### config.mk
export PLATFORM = sky130hd
export DESIGN_NAME = avst_crdt_mc_counter
export DESIGN_NICKNAME = d
export VERILOG_FILES = /design/src/rtl/avst_crdt_mc_counter.sv
export SDC_FILE = /design/constraint.sdc
export NUM_CORES = 1
export LEC_CHECK = 0
export CELL_PAD_IN_SITES_DETAIL_PLACEMENT = 0
export CELL_PAD_IN_SITES_GLOBAL_PLACEMENT = 2
export CORE_UTILIZATION = 29
export DETAILED_ROUTE_END_ITERATION = 10
export GPL_TIMING_DRIVEN = 0
export PLACE_DENSITY_LB_ADDON = 0.1
export SLEW_MARGIN = 20
export SYNTH_ARGS = -nofsm -noshare
export SYNTH_HDL_FRONTEND = slang
export SYNTH_SLANG_ARGS = --single-unit
### constraint.sdc
create_clock -name clk -period 3.7 [get_ports clk]
set_input_delay 0.925 -clock clk [delete_from_list [all_inputs] [get_ports clk]]
set_output_delay 0.925 -clock clk [all_outputs]
set_load 0.03 [all_outputs]
### src/rtl/avst_crdt_mc_counter.sv
// Multi-channel credit counter for the receive side of an AVST credit link.
// Runs the INIT/INIT_ACK handshake, accumulates per-channel credits and grants local consumption.
module avst_crdt_mc_counter #(
  parameter int unsigned CHANNELS         = 2,
  parameter int unsigned UPDATE_CNT_WIDTH = 2,
  parameter int unsigned CNT_WIDTH        = 12,
  parameter int unsigned CONSUME_WIDTH    = 4,
  parameter bit          INFINITE_EN      = 1'b1
) (
  input  logic                                 clk,
  input  logic                                 rst_n,
  input  logic                                 i_init,
  output logic                                 o_init_ack,
  input  logic [CHANNELS-1:0]                  i_update,
  input  logic [CHANNELS*UPDATE_CNT_WIDTH-1:0] i_update_cnt,
  input  logic [CHANNELS-1:0]                  i_consume_vld,
  input  logic [CHANNELS*CONSUME_WIDTH-1:0]    i_consume_cnt,
  output logic [CHANNELS-1:0]                  o_consume_rdy_c,
  output logic [CHANNELS*CNT_WIDTH-1:0]        o_crdt_avail,
  output logic [CHANNELS-1:0]                  o_crdt_inf,
  output logic                                 o_link_ready,
  output logic [CHANNELS-1:0]                  o_overflow
);

  localparam int unsigned IN_W  = (UPDATE_CNT_WIDTH > CONSUME_WIDTH) ? UPDATE_CNT_WIDTH : CONSUME_WIDTH;
  localparam int unsigned SUM_W = ((CNT_WIDTH > IN_W) ? CNT_WIDTH : IN_W) + 1;
  localparam logic [SUM_W-1:0] CNT_MAX = SUM_W'({CNT_WIDTH{1'b1}});

  typedef enum logic [1:0] {
    S_IDLE = 2'd0,
    S_INIT = 2'd1,
    S_ACK  = 2'd2,
    S_RUN  = 2'd3
  } state_t;

  state_t r_state;
  state_t w_state_nxt;
  logic   w_init_ack_nxt;
  logic   w_link_ready_nxt;
  logic   r_init_ack;
  logic   r_link_ready;

  logic [CHANNELS-1:0][UPDATE_CNT_WIDTH-1:0] w_upd_cnt;
  logic [CHANNELS-1:0][CONSUME_WIDTH-1:0]    w_con_cnt;
  logic [CHANNELS-1:0][SUM_W-1:0]            w_sum;
  logic [CHANNELS-1:0]                       w_grant;
  logic                                      w_enter_init;

  logic [CHANNELS-1:0][CNT_WIDTH-1:0] r_cnt;
  logic [CHANNELS-1:0][CNT_WIDTH-1:0] w_cnt_nxt;
  logic [CHANNELS-1:0]                r_inf;
  logic [CHANNELS-1:0]                w_inf_nxt;
  logic [CHANNELS-1:0]                r_ovf;
  logic [CHANNELS-1:0]                w_ovf_nxt;
  logic [CHANNELS-1:0]                r_seen;
  logic [CHANNELS-1:0]                w_seen_nxt;

  assign w_upd_cnt = i_update_cnt;
  assign w_con_cnt = i_consume_cnt;

  // Handshake state register
  always_ff @(posedge clk or negedge rst_n) begin
    if (!rst_n) begin
      r_state      <= S_IDLE;
      r_init_ack   <= 1'b0;
      r_link_ready <= 1'b0;
    end else begin
      r_state      <= w_state_nxt;
      r_init_ack   <= w_init_ack_nxt;
      r_link_ready <= w_link_ready_nxt;
    end
  end

  // Next state; the status flags are registered from the state being entered
  always_comb begin
    w_state_nxt      = r_state;
    w_init_ack_nxt   = 1'b0;
    w_link_ready_nxt = 1'b0;
    case (r_state)
      S_IDLE:  if (i_init) w_state_nxt = S_INIT;
      S_INIT:  if (!i_init) w_state_nxt = S_ACK;
      S_ACK:   w_state_nxt = S_RUN;
      S_RUN:   if (i_init) w_state_nxt = S_INIT;
      default: w_state_nxt = S_IDLE;
    endcase
    w_init_ack_nxt   = (w_state_nxt == S_ACK);
    w_link_ready_nxt = (w_state_nxt == S_RUN);
  end

  // Per-channel grant and counter update; grant sees only the registered count
  always_comb begin
    w_enter_init = (w_state_nxt == S_INIT) && (r_state != S_INIT);
    w_cnt_nxt    = r_cnt;
    w_inf_nxt    = r_inf;
    w_ovf_nxt    = r_ovf;
    w_seen_nxt   = r_seen;
    w_grant      = '0;
    w_sum        = '0;
    for (int c = 0; c < CHANNELS; c++) begin
      w_grant[c] = (r_state == S_RUN) && i_consume_vld[c] &&
                   (r_inf[c] || (SUM_W'(r_cnt[c]) >= SUM_W'(w_con_cnt[c])));
      w_sum[c]   = SUM_W'(r_cnt[c])
                 + (i_update[c] ? SUM_W'(w_upd_cnt[c]) : SUM_W'(0))
                 - (w_grant[c]  ? SUM_W'(w_con_cnt[c]) : SUM_W'(0));
      if (w_enter_init) begin
        w_cnt_nxt[c]  = '0;
        w_inf_nxt[c]  = 1'b0;
        w_ovf_nxt[c]  = 1'b0;
        w_seen_nxt[c] = 1'b0;
      end else if (r_state != S_IDLE) begin
        if (r_inf[c]) begin
          w_cnt_nxt[c] = '0;
        end else if (w_sum[c] > CNT_MAX) begin
          w_cnt_nxt[c] = CNT_WIDTH'(CNT_MAX);
          w_ovf_nxt[c] = 1'b1;
        end else begin
          w_cnt_nxt[c] = CNT_WIDTH'(w_sum[c]);
        end
        if ((r_state == S_INIT) && i_update[c]) begin
          w_seen_nxt[c] = 1'b1;
        end
        // A channel the partner never updated during init runs with unlimited credit
        if ((r_state == S_ACK) && INFINITE_EN && !r_seen[c]) begin
          w_inf_nxt[c] = 1'b1;
          w_cnt_nxt[c] = '0;
        end
      end
    end
  end

  always_ff @(posedge clk or negedge rst_n) begin
    if (!rst_n) begin
      r_cnt  <= '0;
      r_inf  <= '0;
      r_ovf  <= '0;
      r_seen <= '0;
    end else begin
      r_cnt  <= w_cnt_nxt;
      r_inf  <= w_inf_nxt;
      r_ovf  <= w_ovf_nxt;
      r_seen <= w_seen_nxt;
    end
  end

  assign o_init_ack      = r_init_ack;
  assign o_link_ready    = r_link_ready;
  assign o_consume_rdy_c = w_grant;
  assign o_crdt_avail    = r_cnt;
  assign o_crdt_inf      = r_inf;
  assign o_overflow      = r_ovf;

endmodule

# Yosys cells after proc, flatten, opt, wreduce, memory -nomap -nowiden
# Index checks and enable logic that the tools add are counted.
# totals
regBits	34
word_cells	94
output_inout_bits	32
input_bits	19
# classes
n_mux	37
eq_ne	9
magnitude_cmp	4
reduce_logical	29
add_sub_neg	4
# op_table
operator	count
two-way mux 12 bit	10
adder 12 x 2 -> 13 bit	2
> comparator 13 x 12 -> 1 bit, second input constant	2
subtractor 13 x 4 -> 13 bit	2
>= comparator 12 x 4 -> 1 bit	2
two-way mux 1 bit	20
nonzero test 2 bit	8
logical AND 1 bit	9
equality test 2 bit, second input constant	4
two-way mux 2 bit	4
two-way mux 4 bit	2
AND reduction 2 bit	4
one-hot mux 2 bit (3 select lines)	1
AND reduction 3 bit	2
equality test 2 x 1 -> 1 bit, second input constant	2
inequality test 2 bit, second input constant	2
zero test 1 bit	2
zero test 2 bit	1
logical OR 1 bit	2
inequality test 2 x 1 -> 1 bit, second input constant	1
OR reduction 2 bit	1

# Depth between registers and ports, before layout
# depth
word_depth	11
depth_mapped	21
ltp_nobuf	20

# Worst setup path before layout
# OpenSTA, ideal clock, no wires.
# synth_path
kind	input to register
start	input port i_consume_cnt[0]
end	register r_cnt (netlist bit o_crdt_avail[10])
n_path_buf	1
path_slack_ns	-1.090
cell_stages	19
setup_time_ns	0.083
t_arrival_ns	4.707
required_time_ns	3.617
path_cell_list	ha_1 nand2b_1 a21oi_1 nor2b_1 o21ai_0 a21oi_1 o311a_1 and2_1 fa_1 inv_1 fa_1 a211oi_1 o21ai_1 and2_1 and4_1 a211oi_2 buf_4 nor2_1 o21ai_0
# synth_between
elab_chain_len	11
# synth_lines
item	line_no	text
from (decl)	17	input logic [CHANNELS*CONSUME_WIDTH-1:0] i_consume_cnt,
>= comparator 12 x 4 -> 1 bit *	101	(r_inf[c] || (SUM_W'(r_cnt[c]) >= SUM_W'(w_con_cnt[c])));
logical OR 1 bit *	101	
logical AND 1 bit *	100	w_grant[c] = (r_state == S_RUN) && i_consume_vld[c] &&
via o_consume_rdy_c[0]	18	output logic [CHANNELS-1:0] o_consume_rdy_c,
two-way mux 4 bit *	104	- (w_grant[c] ? SUM_W'(w_con_cnt[c]) : SUM_W'(0));
subtractor 13 x 4 -> 13 bit *	104	
> comparator 13 x 12 -> 1 bit	113	end else if (w_sum[c] > CNT_MAX) begin
two-way mux 12 bit *	113	
two-way mux 12 bit *	111	if (r_inf[c]) begin
two-way mux 12 bit *	123	if ((r_state == S_ACK) && INFINITE_EN && !r_seen[c]) begin
two-way mux 12 bit *	110	end else if (r_state != S_IDLE) begin
two-way mux 12 bit *	105	if (w_enter_init) begin
to (signal assigned)	138	r_cnt <= w_cnt_nxt;
to (decl)	49	logic [CHANNELS-1:0][CNT_WIDTH-1:0] r_cnt;
# Mark *: on every way through the listed nets, which the timed path passes. The rest lies on a longest branch. The select of a mux whose other input is x is not followed.
# A chain may end at the register's enable or synchronous reset.

# Worst setup path in the final report
# layout_path
start	input port i_consume_cnt[6]
end	register r_ovf[1], in the netlist o_overflow[1]
# layout_between
elab_chain_len	8
# layout_lines
item	line_no	text
>= comparator 12 x 4 -> 1 bit	101	
logical OR 1 bit	101	
logical AND 1 bit	100	
two-way mux 4 bit *	104	
subtractor 13 x 4 -> 13 bit *	104	
> comparator 13 x 12 -> 1 bit *	113	
nonzero test 2 bit (no source line) *	-	
AND reduction 3 bit (no source line) *	-	
to (signal assigned)	140	r_ovf <= w_ovf_nxt;
to (decl)	53	logic [CHANNELS-1:0] r_ovf;
# Every way passes the cells marked *; elsewhere a longest branch is shown, timed or not.

==> out/qor.txt <==
Post-synth ARST share -> 1.00
clock tree buffer depth -> 2
Clk Latency, worst-skew pair -> 290 ps
GRT Overall Usage -> 0.159
vias per cell -> 4.70
Post-synth EDFFs -> 0
busiest grt layer -> met2
worst-margin pin slew -> 567 ps
sequential fraction of the synthesis area -> 0.264
vias in the first global route -> 2848
clk slew on worst S/H paths -> 80 ps
largest net degree at the start of global routing -> 30
syn_nets -> 472
post-synthesis instance area -> 0.00322 mm^2
pre-CTS WS -> -1520 ps
CTS H-tree lvls -> 2
CP required -> 3860 ps
DRT Pass-1 Iters -> 4
maxcap violations -> 0
met2 Usage GRT -> 0.241
Yosys warning count -> 0
Setup crit end kind -> flop
Vias -> 2861
initial core utilization -> 0.297
first-pass GRT wire length -> 14200 um
crit path cell chain -> clkdlybuf4s15_2 > inv_1 > ha_1 > nor2b_2 > o21ai_2 > a21oi_2 > o311a_4 > and2_4 > fa_1 > inv_2 > fa_2 > a211oi_4 > o311ai_4 > o2111ai_4 > a221oi_2 > o211ai_2 > buf_6 > a21oi_2 > nor2_1
most used cell, CP -> a21oi_2
HP Class -> in2async
area of the multi-input gates -> 0.00244 mm^2
Layout Nets -> 545
Critical path buffers and inverters -> 4
unrepaired setup endpoints after global routing -> yes
Setup Skew -> 7.13 ps
clk root buf -> clkbuf_8
GPL Wtd Cong -> 0.773
DP HPWL -> 6540 um
Routed Antenna Nets -> 0
Die Span X -> 107 um
height of the die -> 107 um
CP max stage delay -> 470 ps
CP max-delay cell -> fa_1
Max Slew Vio Count -> 0
Final min period -> 4320 ps
failing checks -> negative setup slack
WL/cell -> 13.9 um
die area -> 0.0115 mm^2
synth unique cells -> 48
critical path peak fanout -> 5
final worst slack -> -618 ps
fin crit share -> 1.17
Final Hold Vio Count -> 0
CP Launch Type -> primary input
fmax -> 0.232 GHz
cts bufs inserted -> 5
status -> complete, but fails checks
CTS tree -> built
Slew headroom -> 0.622
met1 GRT Util -> 0.233
M3 GR Usage -> 0.0236
I/O pin count -> 51
Core Area -> 0.0108 mm^2
Post-Route Utilization -> 0.410
FF/Latch Area -> 851 um^2
# clock sinks -> 34
Site Rows -> 38
fill count -> 1166
most frequent cells in the layout -> ha_1, inv_1, nand2_1
DRC violations left -> 0
endpoints failing setup -> 26
Post-synth top flop -> dfrtp_1
initial antenna violation count -> 0
commonest non-fill, non-tap cell in the layout -> ha_1
number of synthesized register bits -> 34
Hold Buf Count CTS -> 0
CP top delay family -> compound AO/OA/AOI/OAI gates
Antenna Diode Count -> 0
DRC marker count from the first detailed-route iteration -> 50
number of buffers added on ports -> 50
CP arrival -> 4480 ps
CP Class -> in2reg
GR Overflow Total -> 0
Final Routed Wirelength -> 8460 um
share of cells above drive strength 1 -> 0.213
Area Growth Syn to Fin -> 38.0%
Avg Synthesized Cell Area -> 8.14 um^2
Synth Instances -> 395
-- through the flow --
stage | cells | hold slack, ps | TNS, ps | instance area [um^2]
after floorplan | 395 | 476 | -14610 | 3340
after global placement | 585 | 496 | -40080 | 4010
after detailed placement | 586 | 491 | -39320 | 4030
after CTS | 607 | 476 | -18980 | 4380
after global routing | 609 | 469 | -19160 | 4440
final | 609 | 474 | -15250 | 4440
-- state kept, by name (all words and copies together) (netlist names) --
register / flops
o_crdt_avail: 24
o_crdt_inf: 2
o_init_ack: 1
o_link_ready: 1
o_overflow: 2
r_seen: 2
r_state: 2
-- cell type report --
class                      count  area share
multi-input combinational    304       0.550
sequential                    34       0.192
timing repair buffer          66       0.143
inverter                      50      0.0423
tap                          140      0.0395
clock buffer                   7      0.0172
buffer                         7     0.00930
clock inverter                 1     0.00676
-- final timing paths --
check | from | to | slack (ps) | depth (start not counted)
setup / recovery | i_consume_cnt[6] | o_overflow[1] | -620 | 19
hold / removal | rst_n | o_link_ready | 470 | 1
setup reg to reg | o_crdt_avail[12] | o_overflow[1] | -420 | 20
hold reg to reg | o_overflow[1] | o_overflow[1] | 520 | 2
max in group asynchronous | rst_n | o_crdt_avail[3] | 2800 | 2
min in group clk | o_overflow[1] | o_overflow[1] | 520 | 2
-- layer usage --
layer  up-vias  wire, um
met5         -         0
met4         0       119
met3        12       206
met2        38      3710
met1      1337      4430
li1       1474         -
-- Yosys cell counts, types with 2 or more instances --
library cell,count,share of area
a211oi_2,2,0.0078
a21o_1,6,0.014
a21oi_1,25,0.039
and2_1,5,0.0097
clkbuf_1,5,0.0058
dfrtp_1,34,0.26
fa_1,4,0.025
ha_1,54,0.21
inv_1,50,0.058
nand2_1,42,0.049
nand2b_1,9,0.018
nand3_1,6,0.0093
nand3b_1,3,0.0070
nor2_1,50,0.058
nor2b_1,6,0.012
nor3_1,4,0.0062
nor4_1,2,0.0039
o211ai_1,2,0.0047
o21ai_0,26,0.040
o21ai_1,11,0.017
o21bai_1,4,0.0093
o311a_1,2,0.0062
xnor2_1,11,0.030
xor2_1,8,0.022
-- logic make-up after synthesis --
| group | synth area share |
|---|---|
| adders and majority gates | 0.235 |
| DFF | 0.264 |
| AOI/OAI and AO/OA | 0.188 |
| and+or+nand+nor | 0.191 |
| xor gates and xnor gates | 0.0517 |
| buffers and inverters | 0.0700 |
-- timing repair --
item                       4_1_cts  5_1_grt
setup endpoints to repair       28       26
pin swaps                       28       13
gates cloned                     2        0
resized for setup               66       12
setup buffers                   11        2
Power is not shown: default switching activity piles up to over one toggle a cycle in this logic, so the estimate is an artifact.
==> variant: new RTL, config.mk and constraints unchanged <==
Encoding of `state_t`: now one-hot (4 bits for 4 states).
--- a/src/rtl/avst_crdt_mc_counter.sv
+++ b/src/rtl/avst_crdt_mc_counter.sv
@@ -26,11 +26,11 @@
   localparam int unsigned SUM_W = ((CNT_WIDTH > IN_W) ? CNT_WIDTH : IN_W) + 1;
   localparam logic [SUM_W-1:0] CNT_MAX = SUM_W'({CNT_WIDTH{1'b1}});
 
-  typedef enum logic [1:0] {
-    S_IDLE = 2'd0,
-    S_INIT = 2'd1,
-    S_ACK  = 2'd2,
-    S_RUN  = 2'd3
+  typedef enum logic [3:0] {
+    S_IDLE = 4'b0001,
+    S_INIT = 4'b0010,
+    S_ACK  = 4'b0100,
+    S_RUN  = 4'b1000
   } state_t;
 
   state_t r_state;
Function: same outputs for any inputs over 4 cycles, from zero or initial values and one cycle with rst_n low; so few cycles prove little.
==> variant against the unedited design <==
The run still ends with negative setup slack left; synthesized area is 2.6% higher; hold slack better by 0.022 ns; sequential cell count is 2 higher; fmax is 6.5% lower; design area is 3.8% higher; worst setup slack worse by 0.30 ns; global-route usage is 0.63 points higher; routed wire length is 5.4% higher; non-clock buffer count is 1 higher; largest cell class unchanged; highest routed layer unchanged.
Power is left out: the tool's default activity adds up to more than one toggle a clock period on the data nets, which glitch-free logic cannot reach.
==> variant: results (changes against the unedited design) <==
Clk_skew: 0.00581 ns (-0.00132 ns)
Synth top cells by count: 50 x ha_1, 48 x inv_1, 37 x nand2_1
Hold Path Class: reg2reg
Total negative setup slack: -20.77 ns (-5.52 ns)
Setup Viol. Count Final: 26 (unchanged)
Clk slew on worst S/H paths: 0.06 ns (-0.02 ns)
Critical Path AT: 4.76 ns (+0.28 ns)
Worst-margin pin slew: 0.694 ns (+0.127 ns)
Number of DRC markers in iteration 0: 112 (+120%)
Largest stage delay on the critical path: 0.41 ns (-0.06 ns)
Slack of the critical path: -0.920 ns (-0.302 ns)
Pin count of the biggest net entering global routing: 27 (-10%)
Area contributors post-synth: dfrtp_1 27%, ha_1 19%, inv_1 5.5%
Layout cells sized above 1: 0.228 (+0.0144)
Status: finished with violations
Layout Nets: 529 (-2.9%)
WL/cell: 14.9 um (+7.6%)
Syn Inst Count: 385 (-2.5%)
DP Cell Count: 576 (-1.7%)
Synth Net Count: 458 (-3.0%)
Vias in the first global route: 2988 (+4.9%)
Failing checks: negative setup slack
Total GRT Usage: 0.165 (+0.00629)
Global-route wire length before repair: 15200 um (+7.0%)
Seq/Total Area, Yosys: 0.273 (+0.00872)
Placer Congestion: 0.745 (-3.6%)
Vias: 2924 (+2.2%)
Critical path's slowest cell: fa_2
Root Driver: clkbuf_16
R2r endpoint: o_overflow[0]$_DFFE_PN0P_
## variant: final cells by class
class | instances | area [um2]
Fill cell | 1139 | 6380
Multi-Input combinational cell | 291 | 2490
Sequential cell | 36 | 902
Timing Repair Buffer | 64 | 638
Inverter | 48 | 180
Tap cell | 140 | 175
Clock buffer | 8 | 146
Buffer | 10 | 71.3
## variant: cell families after synthesis
logic type	synth area share
buffers and inverters	0.0750
adders and majority gates	0.214
and+or+nand+nor	0.176
muxes	0.00644
DFF	0.273
AOI/OAI and AO/OA	0.202
xor gates and xnor gates	0.0531
## variant: metal layers
metal  part of all wire  vias up  track usage
met4             0.0039        0       0.0261
met2               0.45       50        0.254
met5                  0        -            0
met3              0.035        5       0.0245
li1                   -     1465            -
met1               0.52     1404        0.246
## variant: worst max-delay path by stage
stage / startpoint / to / slack [ns] / cells past startpoint
floorplan: i_consume_cnt[0] / o_overflow[0]$_DFFE_PN0P_ / -0.73 / 19
global placement: i_consume_cnt[0] / o_overflow[0]$_DFFE_PN0P_ / -1.80 / 20
detailed placement: i_consume_cnt[0] / o_overflow[0]$_DFFE_PN0P_ / -1.74 / 21
CTS: i_consume_cnt[2] / o_overflow[0]$_DFFE_PN0P_ / -0.96 / 19
global route: i_consume_cnt[0] / o_overflow[0]$_DFFE_PN0P_ / -1.14 / 22
finish: i_consume_cnt[0] / o_overflow[0]$_DFFE_PN0P_ / -0.92 / 22
## variant: through the flow
step                hold slack, ns  area (um2)  setup WS [ns]
global route                 0.541        4610          -1.14
detailed placement           0.485        4100          -1.74
finish                       0.496        4610         -0.920
global placement             0.478        4080          -1.80
floorplan                    0.463        3410         -0.733
CTS                          0.499        4520         -0.956
## variant: timing repair
action | in CTS | in global routing
pin swaps | 26 | 17
setup buffers | 11 | 0
setup endpoints to repair | 28 | 28
cloned | 2 | 0
gates resized for setup | 61 | 27
## variant: worst register-to-register path, stage by stage, from the launching register on
cell	delay (ns)
dfrtp_1	0.45
inv_1	0.11
ha_4	0.24
nand2b_4	0.14
a21oi_4	0.14
nor2b_4	0.05
o21ai_2	0.16
a21oi_2	0.08
o311a_4	0.39
buf_6	0.13
and2_4	0.13
ha_4	0.25
inv_2	0.04
ha_4	0.15
fa_2	0.41
a211oi_4	0.27
o311ai_4	0.14
o311ai_4	0.36
o311a_1	0.24
nand3_4	0.13
buf_8	0.17
a21oi_2	0.13
nor2_1	0.05
